`src/rtl/prog_loader.sv`:
```
// Byte-stream program loader: receives count, opcode/operand pairs and a checksum,
// writes 16-bit words into program memory, then releases the CPU until HALT.
module prog_loader (
    input  logic        clk,
    input  logic        reset,
    input  logic        start,
    input  logic [7:0]  rx_data,
    input  logic        rx_valid,
    output logic        rx_ready,
    input  logic        halt,
    output logic        rom_we,
    output logic [7:0]  rom_addr,
    output logic [15:0] rom_wdata,
    output logic        cpu_run,
    output logic        load_done,
    output logic [2:0]  err_code
);

    typedef enum logic [2:0] {IDLE, COUNT, OPC, OPR, CHK, RUN, ERR} state_t;

    localparam logic [2:0] ERR_ZERO_COUNT = 3'd1;
    localparam logic [2:0] ERR_BAD_OPCODE = 3'd2;
    localparam logic [2:0] ERR_CHECKSUM   = 3'd3;
    localparam logic [2:0] ERR_TIMEOUT    = 3'd4;
    localparam logic [7:0] MAX_OPCODE     = 8'h1C;

    state_t      state_reg;
    logic        rx_ready_reg;
    logic        rom_we_reg;
    logic [7:0]  rom_addr_reg;
    logic [15:0] rom_wdata_reg;
    logic        cpu_run_reg;
    logic        load_done_reg;
    logic [2:0]  err_code_reg;
    logic [7:0]  count_reg;
    logic [7:0]  opcode_reg;
    logic [7:0]  index_reg;
    logic [7:0]  chk_reg;
    logic [7:0]  idle_reg;

    logic       accept;
    logic [7:0] chk_next;
    logic       last_operand;
    logic       timeout;

    assign accept       = rx_valid && rx_ready_reg;
    assign chk_next     = chk_reg ^ rx_data;
    assign last_operand = (index_reg + 8'd1) == count_reg;
    // An accepted byte on the would-be 255th idle cycle wins over the timeout.
    assign timeout      = rx_ready_reg && !accept && (idle_reg == 8'd254);

    always_ff @(posedge clk) begin
        if (reset) begin
            state_reg     <= IDLE;
            rx_ready_reg  <= 1'b0;
            rom_we_reg    <= 1'b0;
            rom_addr_reg  <= 8'd0;
            rom_wdata_reg <= 16'd0;
            cpu_run_reg   <= 1'b0;
            load_done_reg <= 1'b0;
            err_code_reg  <= 3'd0;
            count_reg     <= 8'd0;
            opcode_reg    <= 8'd0;
            index_reg     <= 8'd0;
            chk_reg       <= 8'd0;
            idle_reg      <= 8'd0;
        end else begin
            rom_we_reg    <= 1'b0;
            load_done_reg <= 1'b0;
            if (rx_ready_reg) begin
                idle_reg <= accept ? 8'd0 : idle_reg + 8'd1;
            end

            case (state_reg)
                IDLE, ERR: begin
                    if (start) begin
                        state_reg    <= COUNT;
                        rx_ready_reg <= 1'b1;
                        err_code_reg <= 3'd0;
                        index_reg    <= 8'd0;
                        chk_reg      <= 8'd0;
                        idle_reg     <= 8'd0;
                    end
                end
                COUNT: begin
                    if (accept) begin
                        if (rx_data == 8'd0) begin
                            state_reg    <= ERR;
                            rx_ready_reg <= 1'b0;
                            err_code_reg <= ERR_ZERO_COUNT;
                        end else begin
                            state_reg <= OPC;
                            count_reg <= rx_data;
                            chk_reg   <= chk_next;
                        end
                    end
                end
                OPC: begin
                    if (accept) begin
                        if (rx_data > MAX_OPCODE) begin
                            state_reg    <= ERR;
                            rx_ready_reg <= 1'b0;
                            err_code_reg <= ERR_BAD_OPCODE;
                        end else begin
                            state_reg  <= OPR;
                            opcode_reg <= rx_data;
                            chk_reg    <= chk_next;
                        end
                    end
                end
                OPR: begin
                    if (accept) begin
                        rom_we_reg    <= 1'b1;
                        rom_addr_reg  <= index_reg;
                        rom_wdata_reg <= {opcode_reg, rx_data};
                        index_reg     <= index_reg + 8'd1;
                        chk_reg       <= chk_next;
                        state_reg     <= last_operand ? CHK : OPC;
                    end
                end
                CHK: begin
                    if (accept) begin
                        rx_ready_reg <= 1'b0;
                        if (rx_data == chk_reg) begin
                            state_reg     <= RUN;
                            load_done_reg <= 1'b1;
                            cpu_run_reg   <= 1'b1;
                        end else begin
                            state_reg    <= ERR;
                            err_code_reg <= ERR_CHECKSUM;
                        end
                    end
                end
                RUN: begin
                    if (halt) begin
                        state_reg   <= IDLE;
                        cpu_run_reg <= 1'b0;
                    end
                end
                default: state_reg <= IDLE;
            endcase

            if (timeout) begin
                state_reg    <= ERR;
                rx_ready_reg <= 1'b0;
                err_code_reg <= ERR_TIMEOUT;
            end
        end
    end

    assign rx_ready  = rx_ready_reg;
    assign rom_we    = rom_we_reg;
    assign rom_addr  = rom_addr_reg;
    assign rom_wdata = rom_wdata_reg;
    assign cpu_run   = cpu_run_reg;
    assign load_done = load_done_reg;
    assign err_code  = err_code_reg;

endmodule

```
`config.mk`:
```
export PLATFORM = sky130hd
export DESIGN_NAME = prog_loader
export DESIGN_NICKNAME = d
export VERILOG_FILES = /design/src/rtl/prog_loader.sv
export SDC_FILE = /design/constraint.sdc
export NUM_CORES = 1
export LEC_CHECK = 0
export ABC_CLOCK_PERIOD_IN_PS = 2100
export CAP_MARGIN = 20
export CORE_MARGIN = 4
export CORE_UTILIZATION = 42
export DETAILED_ROUTE_END_ITERATION = 8
export PLACE_DENSITY = 0.73
export SYNTH_ARGS = -nofsm -noshare
export SYNTH_HDL_FRONTEND = slang
export SYNTH_SLANG_ARGS = --single-unit
export TNS_END_PERCENT = 5
```
`constraint.sdc`:
```
create_clock -name clk -period 2.1 [get_ports clk]
set_input_delay 0.63 -clock clk [delete_from_list [all_inputs] [get_ports clk]]
set_output_delay 0.63 -clock clk [all_outputs]
set_load 0.03 [all_outputs]
```
### Word level (Yosys, flattened, before mapping)

Cells that the tools add are included.

| word-level totals | value |
|---|---|
| register bits | 74 |
| output and inout port bits | 31 |

| operators by class | value |
|---|---|
| $add $sub $neg | 2 |
| $lt $le $gt $ge | 1 |
| equality and inequality tests | 30 |
| muxes and demuxes | 47 |
| bitwise gates (word level) | 6 |
| reductions and logical operators | 26 |

Operators by type and width:

| kind | count |
|---|---|
| $mux W8 | 11 |
| $mux W3 | 18 |
| $pmux W8 S4 | 1 |
| $ne A3 B3 Y1 const B | 9 |
| $ne A2 B2 Y1 const B | 12 |
| $pmux W3 S6 | 1 |
| $add A8 B1 Y8 const B | 2 |
| $eq A8 B8 Y1 | 2 |
| $pmux W8 S2 | 1 |
| $reduce_and A8 Y1 | 2 |
| $reduce_and A7 Y1 | 2 |
| $pmux W3 S4 | 1 |
| $reduce_and A6 Y1 | 2 |
| $mux W1 | 11 |
| $eq A3 B3 Y1 const B | 3 |
| $reduce_and A3 Y1 | 3 |
| $eq A8 B8 Y1 const B | 1 |
| $gt A8 B5 Y1 const B | 1 |
| $logic_not A8 Y1 | 1 |
| $reduce_bool A4 Y1 | 2 |
| $xor A8 B8 Y8 | 1 |
| $eq A3 B2 Y1 const B | 2 |
| $reduce_or A2 Y1 | 3 |
| $not A1 Y1 | 5 |
| other kinds (12) | 15 |

### Logic depth before layout (Yosys ltp)

Gate-level depths: netlist of run 1.

| logic depth | value |
|---|---|
| word-level depth | 6 |
| gate-level depth with buffers | 8 |
| gate-level depth less buffers | 8 |

### Worst setup path before layout of run 1

Ideal clock, no wire load.

| timing path | value |
|---|---|
| path type | input -> register |
| start point | input port rx_data[2] |
| end point | register err_code_reg[0] (netlist: err_code[0]) |
| setup time | 59 ps |
| arrival | 1981 ps |
| data required time | 2041 ps |
| slack | 60 ps |
| cell stages on the path | 7 |
| buffers on the path | 1 |
| cell sequence | clkbuf_1 nor3_1 and3_1 nand2_1 a221o_1 nor2_1 o221a_2 |

| between the ends | value |
|---|---|
| longest elaborated chain between the ends | 3 |
| elaborated cells between the ends (all ways) | 7 |
| classes of those cells | 1 x order compare; 4 x eq/ne; 2 x reduce/logical |

Ends and longest elaborated chain:

| what | line | text |
|---|---|---|
| start: declaration | 7 | `input logic [7:0] rx_data,` |
| $gt A8 B5 Y1 (tied with other cells) | 100 | `if (rx_data > MAX_OPCODE) begin` |
| $ne A2 B2 Y1 (no line) | -- |  |
| $reduce_and A8 Y1 (no line) * | -- |  |
| end signal: assignment | 90 | `err_code_reg <= ERR_ZERO_COUNT;` |
| end signal: assignment | 103 | `err_code_reg <= ERR_BAD_OPCODE;` |
| end signal: assignment | 130 | `err_code_reg <= ERR_CHECKSUM;` |
| end: declaration | 34 | `logic [2:0] err_code_reg;` |

Every way passes the cells marked *; elsewhere a longest branch is shown, timed or not.
A chain may end at the register's enable or synchronous reset.

### Worst setup path in the final report of run 1

| timing path | value |
|---|---|
| start point | input port rx_data[6] |
| end point | register err_code_reg[0] (netlist: err_code[0]) |

Same word-level chain as after synthesis.

==> impl_results.md, run 1 <==
* Worst Hold Class: reg2reg
* Adder-cell share of the synthesized area at under 10%
* Register Area at between 1000 and 1500 µm²
* Max-slew headroom at around three fifths
* Multiplexer area fraction after synthesis at 4.16%
* # IOs at 44
* Initial DRC Count at between 100 and 150
* Layout cells sized above 1 at between 15 and 20%
* Post-synthesis simple-gate area fraction at 27.2%
* Ys Warns at 0
* Synth-to-layout area growth at 27.9%
* Gp weighted congestion at roughly 0.86
* Worst Hold Depth at 2
* First-pass GRT wire length at 14.9 mm
* Post-detail-place hpwl at between 6 and 7 mm
* TritonCTS clock tree: done
* Worst setup path start: rx_data[6]
* Peak supply drop at slightly above 0.4 mV
* Detail Route Antenna Nets at 0
* CTS Buffer Depth at 2
* Number of flip-flops in the largest register at 16
* Multi-input combinational cell area at 1980 µm²
* Via count at 3367
* RSZ-0062 raised after global routing: true
* Reg2reg path depth at 7
* Initial antenna violation count at 0
* Status: completed
* Fin. Hold Viols at 0
* Most frequent cells in the layout: 71 x dfxtp_1, 69 x nand2_1, 59 x nor2_1
* WHS at approximately 0.45 ns
* Total GRT Usage at between 15 and 20%
* Final setup fails at 0
* CTS H-tree lvls at 3
* Cell Area, Synth at ~3600 µm²
* Worst Hold Launch: opcode_reg[6]$_SDFFE_PP0P_
* WP data arrival at between 2 and 2.5 ns
* DR WL met2 at 4.32 mm
* Fin util at between 50 and 60%
* Kind of critical path: in2reg
* XOR/XNOR Fraction of Synth Area at slightly below 6%
* Drt wl/cell at around 14 µm
* Setup_tns at 0 ns
* Main combinational cell family by area after synthesis: simple AND/OR/NAND/NOR gates
* Cell Pwr Density at around 850 nW/µm²
* Post-synth top flop: dfxtp_1
* Complex-gate fraction of the synthesized area at ~15%
* Core Region at approximately 8300 µm²
* Initial Utilization at ~43%
* Slew Viols, Final at 0
* Root buf cell: clkbuf_8
* Die Ht at 101 µm
* Most common cell after layout, fill and taps aside: dfxtp_1
* Worst slew pin tran at 0.576 ns
* CP Capture Type: register
* Avg Cell Area, Syn at a little over 8 µm²
* Min cycle time layout at ~2.0 ns
* Die width at just over 100 µm
* Buffer count from post-CTS setup fixing at 0
* Flop2flop setup slack at approximately 0.10 ns
* Max layer used: met4
* Clock skew at around 0.014 ns
* CP Data Required Time at 2.40 ns
* RR Startpoint: index_reg[0]$_SDFFE_PP0P_
* Post-synth EDFFs at 0
* IO Port Bufs at 43
* N_diodes at 0
* CP max FO at 3
* Period utilization at about 97%
* CTS clk-pin slew, worst paths at ~0.09 ns
* Synth unique cells at between 50 and 60
* GRT overflow at 0
* Vias/cell at roughly 5.4
* Worst reg2reg path endpoint: state_reg[2]$_SDFFE_PP0P_
* Post-Syn Instances at 443
* FF+latch count, synth at 74
* Final WL at a little under 9 mm
* Async set-or-reset flop fraction in the synthesized netlist at 0%
* Clk Latency, worst-skew pair at around 0.36 ns
* Critical Path Start Type: primary input
* CTS Sinks at 74
* Final net count at between 500 and 600
* Pleak at roughly 1.7 nW
* Met3 wire length at between 400 and 500 µm
* Vias in the first global route at 3237
* Register area share after synthesis at around two fifths
* Drt pass-1 iters at 4
* Syn Nets at ~460
* Drc violations at 0
* Max-Cap Viols at 0
* Hold Crit Endpoint: rom_wdata[14]$_SDFFE_PP0P_
* FMAX at just under 500 MHz
* Hold-fix buffers, CTS at 0
* FILL cells at 776
* Die area at roughly 10000 µm²
* DRT met1 WL at between 3 and 4 mm
* Largest net degree at the start of global routing at 35
* Cts bufs inserted at 9
* Rows at 33
[worst max-delay path, cell delays in order]
cell and delay, ns:
clkdlybuf4s50_1 0.45, nor3_4 0.26, and3_4 0.22, nand2_1 0.08, a221o_1 0.37, nor2_1 0.14, o221a_2 0.19
[logic make-up after synthesis]
logic type | count (synthesis)
xor gates and xnor gates | 24
buffers and inverters | 33
adders and majority gates | 3
DFF | 74
muxes | 15
and+or+nand+nor | 200
AOI/OAI and AO/OA | 94
[report_power, final]
part           leakage (nW)  internal (W)  total [W]  switching, W
clock                0.0988      0.000569    0.00118      0.000608
combinational         0.959      0.000519    0.00114      0.000619
sequential            0.599       0.00148    0.00159      0.000117
[stage by stage]
stage               total power, W  cells  cell area [µm²]  worst slack, ns
floorplan                  0.00233    443             3610           0.0604
global placement           0.00269    608             4350           -0.422
detailed placement         0.00272    608             4350           -0.509
CTS                        0.00389    624             4570           0.0143
global route               0.00410    624             4610          -0.0218
finish                     0.00391    624             4610           0.0580
[cells in the mapped netlist (3+ instances only)]
cell type | n | area, µm²
xor2_1 | 5 | 43.8
buf_2 | 8 | 40.0
nor2b_1 | 4 | 25.0
a31oi_1 | 3 | 18.8
nor3_1 | 10 | 50.1
buf_4 | 4 | 30.0
a21oi_1 | 49 | 245
nand4_1 | 7 | 43.8
ha_1 | 3 | 37.5
nand4b_1 | 9 | 78.8
inv_1 | 3 | 11.3
nand3_1 | 8 | 40.0
nand2_1 | 70 | 263
nor2_1 | 59 | 221
dfxtp_1 | 74 | 1480
and2_1 | 5 | 31.3
xnor2_1 | 19 | 166
nand3b_1 | 4 | 30.0
mux2i_1 | 15 | 150
or3_1 | 3 | 18.8
o22ai_1 | 3 | 18.8
clkbuf_1 | 15 | 56.3
o21ai_0 | 20 | 100
nand2b_1 | 6 | 37.5
[layer usage]
layer,global-route usage (%),vias up
li1,-,1672
met1,21.9,1572
met2,30.6,99
met3,3.53,24
met4,8.50,0
met5,0,-
[worst max path at each step]
stage               slack [ns]                          to
CTS                       0.01   index_reg[1]$_SDFFE_PP0P_
finish                    0.06    err_code[0]$_SDFFE_PP0P_
global placement         -0.42  opcode_reg[0]$_SDFFE_PP0P_
global route             -0.02     chk_reg[4]$_SDFFE_PP0P_
floorplan                 0.06    err_code[0]$_SDFFE_PP0P_
detailed placement       -0.51  opcode_reg[0]$_SDFFE_PP0P_
[what timing repair did]
item,CTS,global route
pin swaps,0,6
setup endpoints to repair,20,33
resized for setup,5,16
[layout make-up]
| cell class | instances | area share [%] |
|---|---|---|
| Clock buffer | 9 | 2.69 |
| Clock inverter | 7 | 1.79 |
| Inverter | 3 | 0.244 |
| Multi-Input combinational cell | 336 | 43.0 |
| Sequential cell | 74 | 32.2 |
| Tap cell | 105 | 2.85 |
| Timing Repair Buffer | 90 | 17.2 |
Note: power is estimated with default switching activity, not from simulation.
==> run 2, diff against run 1 <==
--- a/config.mk
+++ b/config.mk
@@ -11,6 +11,7 @@
 export CORE_UTILIZATION = 42
 export DETAILED_ROUTE_END_ITERATION = 8
 export PLACE_DENSITY = 0.73
+export SLEW_MARGIN = 20
 export SYNTH_ARGS = -nofsm -noshare
 export SYNTH_HDL_FRONTEND = slang
 export SYNTH_SLANG_ARGS = --single-unit
==> results of run 2 <==
Same layout as run 1: the final DEF is identical, and so are final timing and power.
==> run 3, diff against run 2 <==
--- a/config.mk
+++ b/config.mk
@@ -7,7 +7,7 @@
 export LEC_CHECK = 0
 export ABC_CLOCK_PERIOD_IN_PS = 2100
 export CAP_MARGIN = 20
-export CORE_MARGIN = 4
+export CORE_MARGIN = 2
 export CORE_UTILIZATION = 42
 export DETAILED_ROUTE_END_ITERATION = 8
 export PLACE_DENSITY = 0.73
==> impl_results.md, run 3 (synthesis results as in run 1) <==
* Period utilization at 98.0% (+0.75 points)
* Overall Power at 0.00398 W (+1.9%)
* WHS at 0.457 ns (+0.00210 ns)
* Fin cells at 631 (+1.1%)
* GRT overflow at 0 (unchanged)
* Post-detail-place hpwl at 6.51 mm (+1.9%)
* Hold-fix buffers, CTS at 0 (unchanged)
* Clock skew at 0.0141 ns (+0.000499 ns)
* Post-Place Cells at 615 (+1.2%)
* CP Data Required Time at 2.39 ns (about the same)
* CP Capture Type: register
* CTS Sinks at 74 (unchanged)
* Max-slew headroom at 62.7% (+1.2 points)
* Die Ht at 96.7 µm (-4.0%)
* Clk Latency, worst-skew pair at 0.36 ns (about the same)
* Fin util at 57.0% (+1.5 points)
* Layout cells sized above 1 at 18.4% (+1.1 points)
* Drt wl/cell at 14.7 µm (+3.3%)
* Register Area at 1490 µm² (about the same)
* Cell Pwr Density at 845 nW/µm² (-0.27%)
* Final setup fails at 0 (unchanged)
* Status: completed
* Total GRT Usage at 19.8% (+1.8 points)
* Root buf cell: clkbuf_8
* Multi-input combinational cell area at 2010 µm² (+1.1%)
* P_sw at 0.00138 W (+2.6%)
* Cts bufs inserted at 9 (unchanged)
* Min cycle time layout at 2.06 ns (+0.0159 ns)
* Worst Hold Class: reg2reg
* Reg2reg path depth at 6 (-1)
* Final WL at 9.25 mm (+4.5%)
* Sw Share at 34.6% (+0.24 points)
* CTS clk-pin slew, worst paths at 0.09 ns (about the same)
* Core Region at 8260 µm² (-0.50%)
* Buffer count from post-CTS setup fixing at 0 (unchanged)
* Setup_tns at 0 ns (unchanged)
* WP data arrival at 2.35 ns (about the same)
* Pleak at 1.73 nW (+4.5%)
* RSZ-0062 raised after global routing: true
* CTS H-tree lvls at 3 (unchanged)
* Vias/cell at 5.40 (about the same)
* Fin. Hold Viols at 0 (unchanged)
* CP max FO at 8 (+5)
* Routing usage on met2 at 33.6% (+3.0 points)
* Combinational share of power at 31.3% (+2.2 points)
* M3 GR Usage at 4.05% (+0.52 points)
* N_diodes at 0 (unchanged)
* IO Port Bufs at 43 (unchanged)
* CTS Buffer Depth at 2 (unchanged)
* Final net count at 537 (+1.3%)
* Most common cell after layout, fill and taps aside: dfxtp_1
* Rows at 33 (unchanged)
* Slew Viols, Final at 0 (unchanged)
* Die width at 96.7 µm (-4.0%)
* Vias in the first global route at 3348 (+3.4%)
* # IOs at 44 (unchanged)
* Clock power frac at 29.5% (-0.6 points)
* TritonCTS clock tree: done
* Largest net degree at the start of global routing at 33 (-5.7%)
* Grt peak-use layer: met2
* Worst Hold Depth at 2 (unchanged)
* Number of flip-flops in the largest register at 16 (unchanged)
* Drc violations at 0 (unchanged)
* Initial DRC Count at 150 (+10%)
* Peak supply drop at 0.477 mV (+16%)
* Via count at 3407 (+1.2%)
* Initial antenna violation count at 0 (unchanged)
* FMAX at 486 MHz (-0.77%)
* Initial Utilization at 43.7% (+0.22 points)
* Most frequent cells in the layout: 72 x dfxtp_1, 69 x nand2_1, 58 x nor2_1
* Critical Path Start Type: primary input
* Worst slew pin tran at 0.558 ns (-0.0182 ns)
* Drt pass-1 iters at 4 (unchanged)
* FILL cells at 733 (-5.5%)
* Die area at 9340 µm² (-7.8%)
* Synth-to-layout area growth at 30.6%
* Max-Cap Viols at 0 (unchanged)
* Grt met1 use at 24.9% (+2.9 points)
* Detail Route Antenna Nets at 0 (unchanged)
* Kind of critical path: in2reg
* Pint at 0.00260 W (+1.5%)
* Gp weighted congestion at 0.922 (+7.0%)
* Sequential share of power at 39.2% (-1.6 points)
* First-pass GRT wire length at 15.5 mm (+4.2%)
run 3: cell types whose count changed in the layout (fill, tap and decap cells not counted), sizes merged:
cell,change
buf,+7
clkdlybuf4s50,-4
dlymetal6s2s,+4
run 3: path summary, 6_finish.rpt:
kind	slack [ns]	endpoint	startpoint
max	0.04	chk_reg[0]$_SDFFE_PP0P_	rx_data[7]
max reg2reg	0.08	chk_reg[0]$_SDFFE_PP0P_	state_reg[0]$_SDFFE_PP0P_
min reg2reg	0.46	rom_wdata[13]$_SDFFE_PP0P_	opcode_reg[5]$_SDFFE_PP0P_
min	0.46	rom_wdata[13]$_SDFFE_PP0P_	opcode_reg[5]$_SDFFE_PP0P_
run 3: metrics by stage:
step / setup slack (ns) / cell area [µm²]
after CTS: -0.0182 / 4630
final: 0.0422 / 4710
after floorplan: 0.0604 / 3610
after global routing: -0.0389 / 4710
after detailed placement: -0.564 / 4410
after global placement: -0.474 / 4410
run 3: routing by layer:
metal,vias up,part of all wire [%]
met5,-,0
met4,0,1.9
met3,19,4.2
met2,91,50
met1,1616,44
li1,1681,-
run 3: power by group through the flow:
stage                     clock (W)  sequential, W  combinational [W]
final                       0.00117        0.00156            0.00125
after global routing        0.00126        0.00158            0.00136
after CTS                   0.00119        0.00156            0.00118
after detailed placement          0        0.00159            0.00117
after global placement            0        0.00159            0.00114
after floorplan                   0        0.00159           0.000743
run 3: area by class of cell:
class | count | area share [%]
Clock buffer | 9 | 2.63
Clock inverter | 7 | 1.75
Inverter | 3 | 0.239
Multi-Input combinational cell | 336 | 42.6
Sequential cell | 74 | 31.6
Tap cell | 105 | 2.79
Timing Repair Buffer | 97 | 18.5
run 3: what timing repair did:
item                                    CTS  global route
pin swaps                                 0             7
hold endpoints to repair                  0             0
endpoints found under the setup margin   21            23
gates resized for setup                   7            25
run 3: worst max-delay path, cell delays in order:
cell	delay, ns
clkdlybuf4s50_1	0.47
nor3_4	0.22
o21ai_1	0.12
buf_4	0.17
a32oi_4	0.22
and2_4	0.24
nand4b_1	0.12
a21oi_1	0.16
